`config.mk`:
```
export PLATFORM = sky130hd
export DESIGN_NAME = match_controller
export DESIGN_NICKNAME = d
export VERILOG_FILES = /design/src/rtl/match_controller_pkg.sv /design/src/rtl/match_controller_tick_countdown.sv /design/src/rtl/match_controller.sv
export SDC_FILE = /design/constraint.sdc
export NUM_CORES = 1
export LEC_CHECK = 0
export ABC_AREA = 0
export BUFFER_PORTS_ARGS = -buffer_cell sky130_fd_sc_hd__buf_2
export CAP_MARGIN = 20
export CORE_MARGIN = 3
export CORE_UTILIZATION = 49
export DETAILED_ROUTE_END_ITERATION = 8
export PLACE_DENSITY_LB_ADDON = 0.15
export SYNTH_ARGS = -nofsm -noshare
export SYNTH_HDL_FRONTEND = slang
export SYNTH_SLANG_ARGS = --single-unit
```
`constraint.sdc`:
```
create_clock -name clock -period 1.7 [get_ports clock]
set_input_delay 0.34 -clock clock [delete_from_list [all_inputs] [get_ports clock]]
set_output_delay 0.34 -clock clock [all_outputs]
set_load 0.005 [all_outputs]
```
`src/rtl/match_controller_pkg.sv`:
```
// Shared types and defaults for the Pong match sequencer.
// State encodings, winner codes and default match parameters.
package match_controller_pkg;

  typedef enum logic [2:0] {
    IDLE       = 3'd0,
    SERVE_WAIT = 3'd1,
    PLAY       = 3'd2,
    POINT      = 3'd3,
    GAME_OVER  = 3'd4
  } state_e;

  localparam logic [1:0] WIN_NONE = 2'b00;
  localparam logic [1:0] WIN_P1   = 2'b01;
  localparam logic [1:0] WIN_P2   = 2'b10;

  localparam int DEF_WIN_SCORE   = 7;
  localparam int DEF_SERVE_DELAY = 60;

endpackage

```
`src/rtl/match_controller_tick_countdown.sv`:
```
// Frame-tick countdown used to hold the ball centred before a serve.
// Loads LOAD_VAL, counts down on enabled ticks, stops at zero.
module tick_countdown #(
  parameter int LOAD_VAL = 60
) (
  input  logic clock,
  input  logic reset,
  input  logic load,
  input  logic enable,
  input  logic tick,
  output logic zero
);

  localparam int W = $clog2(LOAD_VAL + 1);
  localparam logic [W-1:0] LOAD_V = W'(LOAD_VAL);

  logic [W-1:0] cnt_d, cnt_q;

  always_comb begin
    cnt_d = cnt_q;
    if (load)
      cnt_d = LOAD_V;
    else if (enable && tick && cnt_q != '0)
      cnt_d = cnt_q - W'(1);
  end

  always_ff @(posedge clock) begin
    if (!reset) cnt_q <= '0;
    else        cnt_q <= cnt_d;
  end

  assign zero = (cnt_q == '0);

endmodule

```
`src/rtl/match_controller.sv`:
```
// Pong match sequencer: scores, serve countdown, playfield hold
// and match-end detection between main_fsm and the game datapath.
module match_controller
  import match_controller_pkg::*;
#(
  parameter int WIN_SCORE         = DEF_WIN_SCORE,
  parameter int SERVE_DELAY_TICKS = DEF_SERVE_DELAY,
  parameter int SCORE_W           = 4
) (
  input  logic               clock,
  input  logic               reset,
  input  logic               tick_game,
  input  logic               enable_game,
  input  logic               enter,
  input  logic               point_p1,
  input  logic               point_p2,
  output logic [SCORE_W-1:0] score_p1,
  output logic [SCORE_W-1:0] score_p2,
  output logic               ball_reset,
  output logic               freeze,
  output logic               serve_dir,
  output logic               game_over,
  output logic [1:0]         winner
);

  localparam logic [SCORE_W-1:0] WIN_V = SCORE_W'(WIN_SCORE);

  state_e             state_d, state_q;
  logic [SCORE_W-1:0] s1_d, s1_q, s2_d, s2_q;
  logic               dir_d, dir_q;
  logic [1:0]         win_d, win_q;
  logic               br_d, br_q, frz_d, frz_q, go_d, go_q;
  logic               prev_d, prev_q, rise_d, rise_q;
  logic               cd_load, cd_zero;

  tick_countdown #(.LOAD_VAL(SERVE_DELAY_TICKS)) u_cd (
    .clock  (clock),
    .reset  (reset),
    .load   (cd_load),
    .enable (enable_game && state_q == SERVE_WAIT),
    .tick   (tick_game),
    .zero   (cd_zero)
  );

  always_comb begin
    state_d = state_q;
    s1_d    = s1_q;
    s2_d    = s2_q;
    dir_d   = dir_q;
    win_d   = win_q;
    cd_load = 1'b0;
    prev_d  = enter;
    rise_d  = enter && !prev_q;
    unique case (state_q)
      IDLE: begin
        s1_d  = '0;
        s2_d  = '0;
        win_d = WIN_NONE;
        if (enable_game) begin
          state_d = SERVE_WAIT;
          cd_load = 1'b1;
        end
      end
      SERVE_WAIT: begin
        if (enable_game && cd_zero)
          state_d = PLAY;
      end
      PLAY: begin
        if (enable_game && (point_p1 || point_p2)) begin
          state_d = POINT;
          if (point_p1 && !point_p2) begin
            if (s1_q < WIN_V) s1_d = s1_q + SCORE_W'(1);
            dir_d = 1'b0;
          end else if (point_p2 && !point_p1) begin
            if (s2_q < WIN_V) s2_d = s2_q + SCORE_W'(1);
            dir_d = 1'b1;
          end
        end
      end
      POINT: begin
        if (s1_q == WIN_V) begin
          state_d = GAME_OVER;
          win_d   = WIN_P1;
        end else if (s2_q == WIN_V) begin
          state_d = GAME_OVER;
          win_d   = WIN_P2;
        end else begin
          state_d = SERVE_WAIT;
          cd_load = 1'b1;
        end
      end
      GAME_OVER: begin
        // rise_q lags enter by one cycle, so exit is one edge later
        if (rise_q) begin
          state_d = IDLE;
          s1_d    = '0;
          s2_d    = '0;
          win_d   = WIN_NONE;
        end
      end
      default: state_d = IDLE;
    endcase
    br_d  = (state_d != PLAY);
    frz_d = (state_d != PLAY) || !enable_game;
    go_d  = (state_d == GAME_OVER);
  end

  always_ff @(posedge clock) begin
    if (!reset) begin
      state_q <= IDLE;
      s1_q    <= '0;
      s2_q    <= '0;
      dir_q   <= 1'b0;
      win_q   <= WIN_NONE;
      br_q    <= 1'b1;
      frz_q   <= 1'b1;
      go_q    <= 1'b0;
      prev_q  <= 1'b1;
      rise_q  <= 1'b0;
    end else begin
      state_q <= state_d;
      s1_q    <= s1_d;
      s2_q    <= s2_d;
      dir_q   <= dir_d;
      win_q   <= win_d;
      br_q    <= br_d;
      frz_q   <= frz_d;
      go_q    <= go_d;
      prev_q  <= prev_d;
      rise_q  <= rise_d;
    end
  end

  assign score_p1   = s1_q;
  assign score_p2   = s2_q;
  assign ball_reset = br_q;
  assign freeze     = frz_q;
  assign serve_dir  = dir_q;
  assign game_over  = go_q;
  assign winner     = win_q;

endmodule
```
==> flow_summary.yaml <==
run_status:
  status: "finished clean"
power_and_ir_drop:
  power_mw: 1.10
  power.density_mw_per_mm2: 706
  pwr-share-seq_pct: 57.2
  combPwrFrac_pct: 19.2
  p_switching_mw: 0.305
  ir_drop_mv: 0.496
  intPower_mw: 0.797
  swShare_pct: 27.7
  clkPwrFrac_pct: 23.6
  leakage_nw: 0.665
floorplanning:
  die_h_um: 56.9
  row_count: 17
  initial_core_util_pct: 54.3
  dieArea_mm2: 0.00324
  die_w_um: 56.9
  coreArea_mm2: 0.00234
  io_pins: 21
yosys:
  synthMuxAreaShare_pct: 0
  synth_cell_types: 43
  async_reset_ff_share_pct: 0
  synthFlopType: "dfxtp_1"
  synth_area_mm2: 0.00127
  ys.warnings.count: 0
  synth_enable_flop_cells: 0
  synth_top_family_by_area: "simple AND/OR/NAND/NOR gates"
  synthAdderAreaFrac_pct: 6.89
  synthCells: 134
  synth_xor_area_share_pct: 2.07
  synth_fp_nets: 148
  ys_seq_area_share_pct: 39.4
  syn_avg_cell_area_um2: 9.49
  synth_compound_area_share_pct: 23.3
  ys_ff_latch: 25
  synthSimpleGateAreaFrac_pct: 24.2
sta:
  setup_slack_ps: 70.3
  fin_tns_setup_ps: 0
  fin_crit_sh_pct: 95.9
  drv_slew: 0
  whs_ps: 216
  hold_viol: 0
  slew_headroom_pct: 70.9
  fin_skew_ps: 1.85
  setup_viol: 0
  tightest_slew_ps: 434
  max_freq_mhz: 614
  fin_crit_ps: 1630
  rsz0062_at_grt: "yes"
place:
  post-place-ws_ps: -147
  place_area_mm2: 0.00151
  place_congestion: 0.816
  hpwl_um: 2140
  dp_cells: 196
  portBuffers: 20
cts:
  cts_max_level: 1
  clk_pin_slew_ps: 130
  cts_made_buffers: 3
  cts_tree: "done"
  worstSkewPairLatency_ps: 310
  cts_sinks: 25
  clockBufferDepth: 2
  root_buffer: "clkbuf_4"
routing:
  route.detailed.drc: 0
  antenna_left: 0
  drt_iter0_markers: 28
  routed_wl_um: 2750
  wl_met1_um: 1360
  highest_layer: "met4"
  wl_per_cell_um: 13.7
  met3_length_um: 144
  num_vias: 1102
  detail_route.vias_per_cell: 5.48
  dr_wl_met2_um: 1240
  dr.pass1.iters: 4
layout:
  fin_area_mm2: 0.00156
  drive_gt1_share_pct: 31.8
  final_nets: 188
  synthToLayoutAreaGrowth_pct: 22.8
  layout.cells.non_filler: 201
  final_util_pct: 66.7
  layout_commonest_cell: "dfxtp_1"
  antennaDiodeCount: 0
  layout_common_cells: "dfxtp_1, buf_2, buf_4"
setup_path:
  crit_path_max_fanout: 5
  start_kind: "register"
  end_kind: "register"
  cp_data_arrival_time_ps: 1880
  required_ps: 1950
  crit_type: "register to register"
global_route:
  grt_pass1_vias: 1047
  grt_max_degree: 14
  grt-ovfl-total: 0
  grt_antenna_before_repair: 0
  track_usage_pct: 17.8
  grt_pass1_wl_um: 4640
worst_hold_path:
  hp-class: "primary input to register"
run:
  maxCapViolCount: 0
==> sequential cells by signal, summed over array words and instances (netlist names) <==
name        flops
ball_reset      1
freeze          1
game_over       1
prev_q          1
rise_q          1
score_p1        4
score_p2        4
serve_dir       1
state_q         3
u_cd.cnt_q      6
winner          2
==> cell families (layout without fill, tap and decap cells) <==
kind of cell | count (synthesis) | count (layout)
flip-flops | 25 | 25
adder cells (fa/ha/maj) | 7 | 7
AO/OA/AOI/OAI | 37 | 37
XOR/XNOR | 3 | 3
AND/OR/NAND/NOR | 50 | 50
buffers and inverters | 12 | 51
==> synth_stat cells, drive strengths merged, types with 3 or more instances <==
master / count / area (µm²)
a31oi: 5 / 31.3
nor2: 13 / 48.8
inv: 9 / 33.8
a21oi: 11 / 55.1
ha: 7 / 87.6
o21ai: 4 / 20.0
nand2: 7 / 26.3
dfxtp: 25 / 500
nand2b: 4 / 25.0
nand3b: 4 / 30.0
and3b: 3 / 26.3
==> worst max-delay path, stage by stage, from the launching register on <==
cell and delay [ps]:
dfxtp_2 350, ha_1 220, a211o_1 340, a2111oi_4 350, o21ai_0 160, a21oi_1 150
==> final cells by class <==
type,count,area (µm²)
clock buffers,4,26.3
fillers,211,778
inverters,10,37.5
repair buffers,37,228
multi-input cells,97,731
flip-flops and latches,25,504
well taps,28,35.0
==> routing by layer <==
| layer | vias up | global-route usage [%] |
|---|---|---|
| met4 | 0 | 4.97 |
| li1 | 563 | - |
| met5 | - | 0 |
| met3 | 2 | 3.62 |
| met1 | 503 | 24.6 |
| met2 | 34 | 28.4 |
==> what timing repair did <==
item / in CTS / in global routing
cloned: 0 / 0
setup endpoints to repair: 10 / 3
hold buffers: 0 / 0
pin swaps: 1 / 3
buffers inserted: 0 / 1
hold endpoints to repair: 0 / 0
resized for setup: 1 / 5
==> final timing paths <==
kind | from | endpoint | slack (ps) | depth (start not counted)
max | score_p2[0]$_SDFFE_PN0P_ | score_p2[2]$_SDFFE_PN0P_ | 70 | 5
max reg2reg | score_p2[0]$_SDFFE_PN0P_ | score_p2[2]$_SDFFE_PN0P_ | 70 | 5
min | enter | prev_q$_SDFF_PN1_ | 220 | 2
min reg2reg | prev_q$_SDFF_PN1_ | rise_q$_SDFF_PN0_ | 390 | 1
==> power by group through the flow <==
stage | sequential [mW] | combinational, mW | clock (mW)
after floorplan | 0.639 | 0.143 | 0
after CTS | 0.629 | 0.206 | 0.270
final | 0.630 | 0.211 | 0.261
after global routing | 0.633 | 0.232 | 0.310
after detailed placement | 0.642 | 0.203 | 0
after global placement | 0.642 | 0.197 | 0
Power figures use the tool's default switching activity.
